File: config.mk
export PLATFORM = sky130hd
export DESIGN_NAME = gmii_tx_framer
export DESIGN_NICKNAME = d
export VERILOG_FILES = /design/src/rtl/gmii_tx_framer.sv
export SDC_FILE = /design/constraint.sdc
export NUM_CORES = 1
export LEC_CHECK = 0
export CORE_MARGIN = 2
export CORE_UTILIZATION = 30
export CTS_BUF_LIST = sky130_fd_sc_hd__clkbuf_8
export CTS_CLUSTER_SIZE = 10
export DETAILED_ROUTE_END_ITERATION = 10
export SYNTH_ARGS = -nofsm -noshare
export SYNTH_HDL_FRONTEND = slang
export SYNTH_SLANG_ARGS = --single-unit
File: constraint.sdc
create_clock -name clk -period 3.31 [get_ports clk]
set_input_delay 0.662 -clock clk [delete_from_list [all_inputs] [get_ports clk]]
set_output_delay 0.662 -clock clk [all_outputs]
set_load 0.02 [all_outputs]
File: src/rtl/gmii_tx_framer.sv
// GMII transmit framer: wraps a host byte stream in preamble/SFD, pads short
// frames with zeros up to MIN_LEN and enforces an inter-packet gap.
module gmii_tx_framer #(
  parameter int PREAMBLE_LEN = 7,
  parameter int MIN_LEN      = 60,
  parameter int IPG_LEN      = 12
) (
  input  logic        clk,
  input  logic        mr_main_reset,
  input  logic [7:0]  s_data,
  input  logic        s_valid,
  input  logic        s_last,
  input  logic        s_error,
  output logic        s_ready,
  output logic [7:0]  TXD,
  output logic        TX_EN,
  output logic        TX_ER,
  output logic        busy,
  output logic [15:0] frame_count
);

  typedef enum logic [2:0] {IDLE, PREAMBLE, SFD, DATA, PAD, IPG} state_t;

  localparam logic [3:0]  PRE_LAST = 4'(PREAMBLE_LEN - 1);
  localparam logic [7:0]  IPG_LAST = 8'(IPG_LEN - 1);
  localparam logic [10:0] MIN_CNT  = 11'(MIN_LEN);

  state_t      state_reg;
  logic [3:0]  pre_cnt_reg;
  logic [7:0]  ipg_cnt_reg;
  logic [10:0] byte_cnt_reg;
  logic        last_seen_reg;
  logic [7:0]  txd_reg;
  logic        tx_en_reg;
  logic        tx_er_reg;
  logic [15:0] frame_count_reg;

  logic        transfer;
  logic [10:0] byte_cnt_inc;

  // byte_cnt_reg counts the data/pad byte currently on TXD (1-based).
  assign s_ready      = (state_reg == SFD) || (state_reg == DATA && !last_seen_reg);
  assign busy         = (state_reg != IDLE);
  assign transfer     = s_valid & s_ready;
  assign byte_cnt_inc = (byte_cnt_reg == 11'h7FF) ? byte_cnt_reg : byte_cnt_reg + 11'd1;

  assign TXD         = txd_reg;
  assign TX_EN       = tx_en_reg;
  assign TX_ER       = tx_er_reg;
  assign frame_count = frame_count_reg;

  always_ff @(posedge clk or negedge mr_main_reset) begin
    if (!mr_main_reset) begin
      state_reg       <= IDLE;
      pre_cnt_reg     <= 4'd0;
      ipg_cnt_reg     <= 8'd0;
      byte_cnt_reg    <= 11'd0;
      last_seen_reg   <= 1'b0;
      txd_reg         <= 8'h00;
      tx_en_reg       <= 1'b0;
      tx_er_reg       <= 1'b0;
      frame_count_reg <= 16'd0;
    end else begin
      case (state_reg)
        IDLE: begin
          if (s_valid) begin
            state_reg     <= PREAMBLE;
            txd_reg       <= 8'h55;
            tx_en_reg     <= 1'b1;
            tx_er_reg     <= 1'b0;
            pre_cnt_reg   <= 4'd0;
            byte_cnt_reg  <= 11'd0;
            last_seen_reg <= 1'b0;
          end
        end
        PREAMBLE: begin
          if (pre_cnt_reg == PRE_LAST) begin
            state_reg <= SFD;
            txd_reg   <= 8'hD5;
          end else begin
            pre_cnt_reg <= pre_cnt_reg + 4'd1;
          end
        end
        SFD, DATA: begin
          if (last_seen_reg) begin
            // Final payload byte is on TXD now; choose padding or gap.
            txd_reg   <= 8'h00;
            tx_er_reg <= 1'b0;
            if (byte_cnt_reg < MIN_CNT) begin
              state_reg    <= PAD;
              byte_cnt_reg <= byte_cnt_inc;
            end else begin
              state_reg       <= IPG;
              tx_en_reg       <= 1'b0;
              ipg_cnt_reg     <= 8'd0;
              frame_count_reg <= frame_count_reg + 16'd1;
            end
          end else begin
            state_reg    <= DATA;
            byte_cnt_reg <= byte_cnt_inc;
            if (transfer) begin
              txd_reg       <= s_data;
              tx_er_reg     <= s_error;
              last_seen_reg <= s_last;
            end else begin
              // Host underrun: keep the frame going but flag the hole.
              txd_reg   <= 8'h00;
              tx_er_reg <= 1'b1;
            end
          end
        end
        PAD: begin
          if (byte_cnt_reg >= MIN_CNT) begin
            state_reg       <= IPG;
            txd_reg         <= 8'h00;
            tx_en_reg       <= 1'b0;
            tx_er_reg       <= 1'b0;
            ipg_cnt_reg     <= 8'd0;
            frame_count_reg <= frame_count_reg + 16'd1;
          end else begin
            txd_reg      <= 8'h00;
            tx_er_reg    <= 1'b0;
            byte_cnt_reg <= byte_cnt_inc;
          end
        end
        IPG: begin
          if (ipg_cnt_reg == IPG_LAST) begin
            state_reg <= IDLE;
          end else begin
            ipg_cnt_reg <= ipg_cnt_reg + 8'd1;
          end
        end
        default: begin
          state_reg <= IDLE;
          txd_reg   <= 8'h00;
          tx_en_reg <= 1'b0;
          tx_er_reg <= 1'b0;
        end
      endcase
    end
  end

endmodule

==> parameters.txt <==
Parameter                              Value

Critical path
  Terminus of the critical flop-to-flop path ... frame_count[7]$_DFFE_PN0P_
  Maximum fanout encountered on the critical timing path ... 13
  FF-to-FF path depth ... 7
  Critical path endpoint category ... flip-flop
  Register-to-register path setup slack ... 0.65 ns
  Arrival time worst endpoint ... 2.90 ns
  Setup crit start kind ... flip-flop
  Worst path required time ... ~3.6 ns
  Beginning of the worst register-to-register path ... state_reg[2]$_DFFE_PN0P_
  Start-to-end type of the worst setup path ... flip-flop to flip-flop

Drt
  Total length of routed wires ... 6.31 mm
  First-pass DRT Iterations ... 4
  Post-detailed-route wirelength per cell ... 13.3 µm
  Residual DRC ... 0
  Routed vias/inst ... about 5.0
  Antenna-violating nets left ... 0
  Starting DRT DRC Count ... 182
  Total number of vias ... ~2.4k

Global routing
  Remaining Overflow, GRT ... 0
  Overall Global Routing Usage ... 12.7%
  Maximum number of pins on one net before global-route repair ... 35
  Vias in the first global route ... 2245
  Wire length of the first global-routing pass ... 10.7 mm
  Number of antenna violations at the first check in global routing ... 0

Final layout
  Max reg flops ... 16
  Number of fill cells ... 950
  Area overhead of the layout relative to synthesis ... 22.5%
  Non-filler cells, final ... roughly 470
  Footprint of the multi-input gates ... 1460 µm²
  Fraction of layout cells with a size suffix above 1 ... 6.38%
  Number of diodes added for antenna fixing ... 0
  NumNets Final ... 365
  FF/Latch Area ... 1330 µm²
  Post-layout utilization of the core ... 38.2%

Synthesis
  Simple-gate portion of the synthesized area ... between 20% and 30%
  Cell area after synthesis ... 2890 µm²
  Largest area contributor in the synthesized netlist ... sky130_fd_sc_hd__dfrtp_1
  Fraction of synthesized area in multiplexers ... 0.389%
  Largest family of logic cells by synthesized area ... simple AND/OR/NAND/NOR gates
  Post-synthesis average cell area ... approximately 9.4 µm²
  Fraction of registers with async set/reset ... 100%
  Synthesized netlist net count ... 328
  Count leader, synth ... sky130_fd_sc_hd__dfrtp_1
  Post-synth EDFFs ... 0
  Yosys warns ... 0
  Portion of synthesized cell area occupied by the leading cell type ... ~46%
  Cells taking the most area after synthesis ... sky130_fd_sc_hd__dfrtp_1, sky130_fd_sc_hd__o21ai_0, sky130_fd_sc_hd__ha_1, sky130_fd_sc_hd__nor2_1, sky130_fd_sc_hd__nand3_1
  Area share of xor/xnor cells in the synthesized design ... 5.41%
  Yosys cell types ... 48
  Ranking of synthesized cells by instance count ... sky130_fd_sc_hd__dfrtp_1, sky130_fd_sc_hd__o21ai_0, sky130_fd_sc_hd__nor2_1
  Share of the synthesized area in compound gates (AO/OA/AOI/OAI) ... 18.8%
  Main flop type after synthesis ... sky130_fd_sc_hd__dfrtp_1
  Post-synthesis adder-cell area fraction ... 3.46%
  Synthesized flop and latch total ... 53
  Post-synthesis instance total ... 307
  Sequential fraction of the synthesis area ... 45.8%

Floorplanning
  Height of the chip ... 102 µm
  Die Wd ... approximately 100 µm
  Site row count ... 35
  Number of primary I/O pins ... 41
  Initial core utilization ... 31.2%
  Total core area ... 9280 µm²
  Die area ... 10400 µm²

Clocking
  Clk_lat worst skew ... between 0.3 and 0.4 ns
  Clock transition at the register clock pins on the worst setup and hold paths after CTS ... 0.10 ns
  # resized after CTS ... 0
  Root buf cell ... sky130_fd_sc_hd__clkbuf_8
  Number of buffers added by the clock tree synthesis step ... 5
  Maximum buffer depth of the clock tree ... 2
  # clock sinks ... 53
  CTS hold repair buffers ... 0
  Post-CTS Setup Bufs ... 0
  H-tree level count ... 2
  CTS tree ... done

Pwr
  Total power draw ... 2.49 mW
  Clock power share ... 20.4%
  Power per unit of standard cell area ... 703 nW/µm²
  Static leakage ... approximately 1.5 nW
  Sequential power share ... 36.9%
  Combinational cell fraction of total power ... 42.8%
  P_int ... 1.48 mW
  Peak ir drop on the vdd network ... 0.400 mV
  Net switching power figure ... 1.01 mW
  Switching part of the total power ... between 40% and 50%

STA
  Peak clock frequency supported by timing ... 376 MHz
  Final Max Tran Viols ... 0
  Max Clock Skew ... 0.00859 ns
  RSZ-0062 raised after global routing ... no
  Tcrit/Tclk final ... 80.4%
  Worst slew pin tran ... ~0.7 ns
  Hold Vio Cnt, Final ... 0
  Final setup violation count ... 0
  Max-slew headroom ... 52.6%
  Setup Total Neg Slack ... 0 ns
  Final min period ... about 2.7 ns

Place
  Half-perimeter wire length after placement ... 4.58 mm
  Placed cell count ... 466
  Routability congestion estimate from global placement ... 0.863
  Port Buffers ... 40

Run status
  Result of the run ... finished clean

Min path
  Worst hold-check path type ... primary input to asynchronous set/reset pin

Run
  Maximum Capacitance Violations ... 0
cells by family (layout without fill, tap and decap cells):
logic type,after synthesis,in the layout
AOI/OAI and AO/OA,85,85
DFF,53,53
xor gates and xnor gates,17,17
adders and majority gates,8,8
buffers and inverters,27,65
and+or+nand+nor,116,116
muxes,1,1
critical path, cell delays in order, from the launching register on:
cell and delay, ns:
sky130_fd_sc_hd__dfrtp_1 0.57, sky130_fd_sc_hd__inv_1 0.19, sky130_fd_sc_hd__ha_1 0.34, sky130_fd_sc_hd__or4b_4 0.53, sky130_fd_sc_hd__a32oi_4 0.34, sky130_fd_sc_hd__and3_1 0.26
sky130_fd_sc_hd__and4_4 0.24, sky130_fd_sc_hd__xor2_2 0.13
worst max-delay path by stage:
stage | cells past startpoint | to | from | slack (ns)
6_report | 7 | frame_count[7]$_DFFE_PN0P_ | state_reg[2]$_DFFE_PN0P_ | 0.65
5_1_grt | 7 | frame_count[15]$_DFFE_PN0P_ | state_reg[2]$_DFFE_PN0P_ | 0.48
2_1_floorplan | 9 | frame_count[7]$_DFFE_PN0P_ | state_reg[2]$_DFFE_PN0P_ | 0.76
3_3_place_gp | 6 | TXD[2]$_DFFE_PN0P_ | s_valid | 0.52
4_1_cts | 7 | frame_count[7]$_DFFE_PN0P_ | state_reg[2]$_DFFE_PN0P_ | 0.66
3_5_place_dp | 6 | TXD[2]$_DFFE_PN0P_ | s_valid | 0.38
per-layer routing:
metal  track usage [%]  share of wire [%]  vias up
li1                  -                  -     1189
met1              19.0                 51     1106
met2              18.9                 44       64
met3              2.53                4.9        3
met4              2.87               0.40        0
met5                 0                  0        -
metrics by stage:
stage | worst slack, ns | cell area, µm² | hold WS (ns)
floorplan | 0.762 | 2890 | 0.366
global placement | 0.525 | 3410 | 0.463
detailed placement | 0.382 | 3410 | 0.466
CTS | 0.663 | 3540 | 0.320
global route | 0.477 | 3540 | 0.342
finish | 0.647 | 3540 | 0.316
layout by cell type, fill, tap and decap left out, drive strengths merged, types with 3 or more instances in the layout:
| cell type | n |
|---|---|
| xor2 | 7 |
| a22o | 3 |
| buf | 3 |
| nor2b | 3 |
| nand3 | 18 |
| dfrtp | 53 |
| xnor2 | 10 |
| o31ai | 7 |
| and3 | 8 |
| clkdlybuf4s50 | 39 |
| inv | 15 |
| and2 | 5 |
| clkbuf | 5 |
| nand2 | 20 |
| a31oi | 5 |
| nor2 | 25 |
| o21ai | 36 |
| a211oi | 3 |
| ha | 8 |
| nand2b | 5 |
| nand4 | 11 |
| and4 | 7 |
| a21oi | 16 |
final cells by class:
class | count | share of cell area [%]
Timing Repair Buffer | 42 | 11.6
Sequential cell | 53 | 37.4
Clock inverter | 3 | 1.84
Multi-Input combinational cell | 227 | 41.1
Inverter | 15 | 1.59
Clock buffer | 5 | 1.94
Tap cell | 129 | 4.56
power by group through the flow:
stage | clock network (mW) | registers [mW] | logic [mW]
2_1_floorplan | 0 | 0.929 | 0.698
4_1_cts | 0.532 | 0.915 | 1.07
3_5_place_dp | 0 | 0.927 | 1.07
3_3_place_gp | 0 | 0.926 | 1.06
5_1_grt | 0.562 | 0.944 | 1.21
6_report | 0.507 | 0.918 | 1.06
Note: power is estimated with default switching activity, not from simulation.
